## config.mk

```make
export PLATFORM = sky130hd
export DESIGN_NAME = scan_index_gen
export DESIGN_NICKNAME = d
export VERILOG_FILES = /design/src/rtl/scan_index_gen.sv
export SDC_FILE = /design/constraint.sdc
export NUM_CORES = 1
export LEC_CHECK = 0
export BUFFER_PORTS_ARGS = -buffer_cell sky130_fd_sc_hd__buf_2
export CORE_ASPECT_RATIO = 0.9
export CORE_UTILIZATION = 25
export CTS_CLUSTER_SIZE = 20
export DETAILED_ROUTE_END_ITERATION = 8
export PLACE_DENSITY = 0.42
export SLEW_MARGIN = 25
export SYNTH_ARGS = -nofsm -noshare
export SYNTH_HDL_FRONTEND = slang
export SYNTH_SLANG_ARGS = --single-unit
```

## constraint.sdc

```tcl
create_clock -name clk -period 2.8 [get_ports clk]
set_input_delay 0.42 -clock clk [delete_from_list [all_inputs] [get_ports clk]]
set_output_delay 0.42 -clock clk [all_outputs]
set_load 0.005 [all_outputs]
```

## src/rtl/scan_index_gen.sv

```systemverilog
// scan_index_gen
//   Produces the 3-bit select index {a2,a1,a0} feeding a 3-to-8 decoder that
//   multiplexes digits/LEDs. The index advances on a prescaled free-running
//   scan (up or down) or on single-step pulses, and can be loaded directly.
//
// Parameters
//   DIV    clk cycles per index advance while scanning (2..65535)
//   LAST   highest index in the scan (1..7); index runs 0..LAST
//   BLANK  dead-time cycles before each index change (1..DIV-2), blanking build only
//
// Optional feature (macro SCAN_BLANK_EN)
//   Defined: RUN -> BLANK -> RUN FSM. Each advance first drops valid for BLANK
//   cycles, then the index changes and valid returns high on the same edge.
//   Undefined: no FSM, index changes on the edge after the advance event.
//
// Ports
//   clk       in   rising-edge clock
//   reset_p   in   asynchronous reset, active-high
//   en_scan   in   1 = free-running scan, 0 = hold (step allowed)
//   dir       in   0 = count up, 1 = count down
//   step      in   1-cycle pulse, advance one index (only while en_scan = 0)
//   load      in   synchronous load of load_val (wins over any advance)
//   load_val  in   index to load, clamped to LAST
//   a2,a1,a0  out  registered select index, a2 = MSB
//   valid     out  index qualifier
//   wrap      out  1-cycle pulse when the index wraps (LAST->0 up, 0->LAST down)
//
// Output qualification: there is no backpressure. The decoder may use the index
// in every cycle where valid = 1; valid = 0 only marks blanking dead-time.
module scan_index_gen #(
  parameter int DIV   = 1000,
  parameter int LAST  = 7,
  parameter int BLANK = 2
) (
  input  logic       clk,
  input  logic       reset_p,
  input  logic       en_scan,
  input  logic       dir,
  input  logic       step,
  input  logic       load,
  input  logic [2:0] load_val,
  output logic       a2,
  output logic       a1,
  output logic       a0,
  output logic       valid,
  output logic       wrap
);

  localparam logic [15:0] DIV_M1 = 16'(DIV - 1);
  localparam logic [2:0]  LAST3  = 3'(LAST);

  // Elaboration-time guard against out-of-range parameters.
  if (DIV < 2 || DIV > 65535 || LAST < 1 || LAST > 7 || BLANK < 1 || BLANK > DIV - 2)
  begin : g_param_check
    $error("scan_index_gen: parameter out of range");
  end

  logic [2:0]  idx;
  logic [15:0] pcnt;
  logic        tick;
  logic        adv_evt;
  logic [2:0]  load_clamped;

  function automatic logic [2:0] next_idx(input logic [2:0] cur, input logic down);
    if (!down) next_idx = (cur == LAST3) ? 3'd0 : cur + 3'd1;
    else       next_idx = (cur == 3'd0) ? LAST3 : cur - 3'd1;
  endfunction

  function automatic logic wraps(input logic [2:0] cur, input logic down);
    wraps = down ? (cur == 3'd0) : (cur == LAST3);
  endfunction

  assign tick         = en_scan && (pcnt == DIV_M1);
  assign adv_evt      = en_scan ? tick : step;
  assign load_clamped = (load_val > LAST3) ? LAST3 : load_val;

  // Prescaler: held at 0 while scanning is disabled, so re-enabling always
  // gives a full DIV-cycle period before the first advance.
  always_ff @(posedge clk or posedge reset_p) begin
    if (reset_p)                     pcnt <= '0;
    else if (load || !en_scan || tick) pcnt <= '0;
    else                             pcnt <= pcnt + 16'd1;
  end

`ifdef SCAN_BLANK_EN
  localparam logic [15:0] BLANK_M1 = 16'(BLANK - 1);

  typedef enum logic {S_RUN = 1'b0, S_BLANK = 1'b1} state_t;

  state_t      state, state_nx;
  logic [15:0] bcnt;
  logic        pend_dir;
  logic        blank_done;

  // State register
  always_ff @(posedge clk or posedge reset_p) begin
    if (reset_p) state <= S_RUN;
    else         state <= state_nx;
  end

  // Next-state logic: load aborts a blank; advances are only accepted in RUN.
  always_comb begin
    state_nx = state;
    case (state)
      S_RUN:   if (!load && adv_evt) state_nx = S_BLANK;
      S_BLANK: if (load || bcnt == BLANK_M1) state_nx = S_RUN;
      default: state_nx = S_RUN;
    endcase
  end

  // Output logic: valid is the decoded state register bit, so it is glitch-free.
  always_comb begin
    valid      = (state == S_RUN);
    blank_done = (state == S_BLANK) && !load && (bcnt == BLANK_M1);
  end

  // Blank counter and direction captured at the advance event.
  always_ff @(posedge clk or posedge reset_p) begin
    if (reset_p) begin
      bcnt     <= '0;
      pend_dir <= 1'b0;
    end else begin
      bcnt <= (state == S_RUN) ? 16'd0 : bcnt + 16'd1;
      if (state == S_RUN && adv_evt) pend_dir <= dir;
    end
  end

  always_ff @(posedge clk or posedge reset_p) begin
    if (reset_p) begin
      idx  <= 3'd0;
      wrap <= 1'b0;
    end else if (load) begin
      idx  <= load_clamped;
      wrap <= 1'b0;
    end else if (blank_done) begin
      idx  <= next_idx(idx, pend_dir);
      wrap <= wraps(idx, pend_dir);
    end else begin
      wrap <= 1'b0;
    end
  end
`else
  always_ff @(posedge clk or posedge reset_p) begin
    if (reset_p) begin
      idx  <= 3'd0;
      wrap <= 1'b0;
    end else if (load) begin
      idx  <= load_clamped;
      wrap <= 1'b0;
    end else if (adv_evt) begin
      idx  <= next_idx(idx, dir);
      wrap <= wraps(idx, dir);
    end else begin
      wrap <= 1'b0;
    end
  end

  // Without blanking the index is always usable.
  always_ff @(posedge clk or posedge reset_p) begin
    if (reset_p) valid <= 1'b1;
    else         valid <= 1'b1;
  end
`endif

  assign {a2, a1, a0} = idx;

endmodule
```

==> results.json <==
{
  "status": "finished, final reports clean",
  "wl_per_cell_um": 12.03,
  "tightest_slew_ps": 783.2,
  "vias": 872,
  "yosysTopAreaCell": "dfrtp_1",
  "ys.flop_type": "dfrtp_1",
  "yosys.area.top_type_share": 0.4278,
  "post-cts-setup-buffers": 0,
  "cap_violations": 0,
  "power.density_nw_per_um2": 438.5,
  "synth_edf_count": 0,
  "ys_ff_latch": 20,
  "cp-start-kind": "flip-flop",
  "finalInstanceArea_um2": 1346,
  "fill_cells": 469,
  "crit_arrival_ps": 1840,
  "tns_ps": 0,
  "dp_hpwl_um": 1676,
  "post-route-period-util": 0.5914,
  "final_common_cell": "dfrtp_1",
  "fp.coreArea_um2": 4461,
  "synth_area_um2": 1170,
  "fmax_mhz": 603.9,
  "ir_drop_v": 0.0001798,
  "reg2reg_slack_ps": 1140,
  "fp-row-count": 23,
  "crit_path_cell_trace": "ha_1 -> and4bb_1 -> nand4_2 -> nand3b_2 -> a21oi_1",
  "fin_crit_ps": 1656,
  "h-tree-depth": 1,
  "ys_warn_count": 0,
  "syn_to_final_growth_pct": 15.08,
  "cts_resized": 0,
  "holdWs_ps": 295.7,
  "postCtsHoldBufs": 0,
  "ant_nets": 0,
  "cts-root-buf": "clkbuf_8",
  "io_buffers": 12,
  "gp_congestion": 0.7465,
  "grt_max_degree": 21,
  "hold_violations": 0,
  "setup_violations": 0,
  "crit_path_end_kind": "flip-flop",
  "cpMaxStageDelayCell": "dfrtp_1",
  "overflow": 0,
  "grt_pass1_wl_um": 3912,
  "crit_required_ps": 2980,
  "rsz0062_at_grt": "false",
  "critical_path.top_delay_family": "simple AND/OR/NAND/NOR gates",
  "drt-total-wl_um": 2310,
  "p_leak_nw": 0.5667,
  "path_max_fanout": 16,
  "initialDrtViolationCount": 24,
  "antenna_cells": 0,
  "mostFrequentLayoutCells": "dfrtp_1 (20), nor2_1 (16), buf_2 (12), nand2_1 (8)",
  "layout-drive-gt1-share": 0.2231,
  "multiInputGateArea_um2": 630.6,
  "ys_seq_area_frac": 0.4278,
  "die_area_um2": 4957,
  "final_nets": 145,
  "first_global_vias": 884,
  "hold_path.class": "input pin to async pin",
  "syn_avg_cell_area_um2": 9.999,
  "drcViolationCount": 0,
  "die_y_um": 66.90,
  "fp.dieW_um": 74.11,
  "viasPerCell": 4.542,
  "first_pass_iters": 4,
  "async_reset_ff_frac": 1.000,
  "synth_fp_nets": 131,
  "synth_area_leaders": "dfrtp_1 (43%), ha_1 (5.3%), nor2_1 (5.1%)",
  "io_pins": 14,
  "regArea_um2": 500.5,
  "critPathKind": "flip-flop to flip-flop",
  "clk_latency_ps": 260,
  "track_usage": 0.1050,
  "maxSlewViolCount": 0,
  "start_util": 0.2623,
  "cts_buffer_depth": 2,
  "maxSlewHeadroom": 0.4773,
  "worst-path-buf-inv": 0,
  "cts_tree": "yes",
  "path_clk_slew_ps": 80,
  "synthCells": 117,
  "cpPeakStageDelay_ps": 390,
  "antenna_found_initial": 0,
  "fin_skew_ps": 4.110,
  "placed_cell_area_um2": 1291,
  "cts_buffers": 3,
  "cts.sinks": 20,
  "synth_cell_types": 42
}
-- metal layers --
metal,GRT usage,vias up,share of wire
met2,0.1761,12,0.47
li1,-,437,-
met1,0.1318,421,0.49
met5,0,-,0
met4,0.01442,0,0.0035
met3,0.03631,2,0.038
-- cell type report --
class / instances / share of cell area
multi-input cells: 88 / 0.4684
flip-flops and latches: 20 / 0.3717
well taps: 62 / 0.05762
repair buffers: 12 / 0.04461
clock buffers: 4 / 0.04089
inverters: 6 / 0.01673
-- sequential cells by signal (all words and copies together), names as in the netlist --
signal / flops
pcnt: 16
wrap: 1
idx: 3
-- stage by stage --
| step | power, mW | instances | util | worst slack, ps |
|---|---|---|---|---|
| after global routing | 0.6207 | 192 | 0.3018 | 993.1 |
| final | 0.5903 | 192 | 0.3018 | 1144 |
| after global placement | 0.3759 | 188 | 0.2895 | 1183 |
| after CTS | 0.6053 | 192 | 0.3018 | 1115 |
| after detailed placement | 0.3766 | 188 | 0.2895 | 1141 |
| after floorplan | 0.3552 | 117 | - | 1302 |
-- cell families (layout without fill, tap and decap cells) --
group,Yosys count,count (layout),synth area share
adders and majority gates,5,5,0.05348
xor gates and xnor gates,12,12,0.08984
and+or+nand+nor,53,53,0.2802
DFF,20,20,0.4278
buffers and inverters,9,22,0.03315
muxes,1,1,0.009625
other,1,1,0.003205
AOI/OAI and AO/OA,16,16,0.1027
-- power by group --
group          internal [mW]  switching (mW)
Clock                  0.125          0.0959
Sequential             0.295         0.00635
Combinational         0.0310          0.0366
-- synth_stat cells (3+ instances only) --
cell,n
a21oi_1,4
inv_1,6
nand2_1,8
nand3_1,3
nor2_1,16
dfrtp_1,20
nand4_1,4
nor3_1,3
ha_1,5
xor2_1,6
xnor2_1,6
-- worst paths after layout --
check | start | end | depth (start not counted)
setup reg to reg | pcnt[0]$_DFF_PP0_ | pcnt[13]$_DFF_PP0_ | 5
hold / removal | reset_p | pcnt[1]$_DFF_PP0_ | 2
max in group asynchronous | reset_p | pcnt[14]$_DFF_PP0_ | 2
min in group clk | load_val[1] | idx[1]$_DFFE_PP0P_ | 3
hold reg to reg | pcnt[0]$_DFF_PP0_ | pcnt[0]$_DFF_PP0_ | 1
setup / recovery | pcnt[0]$_DFF_PP0_ | pcnt[13]$_DFF_PP0_ | 5
Note: power is estimated with default switching activity, not from simulation.
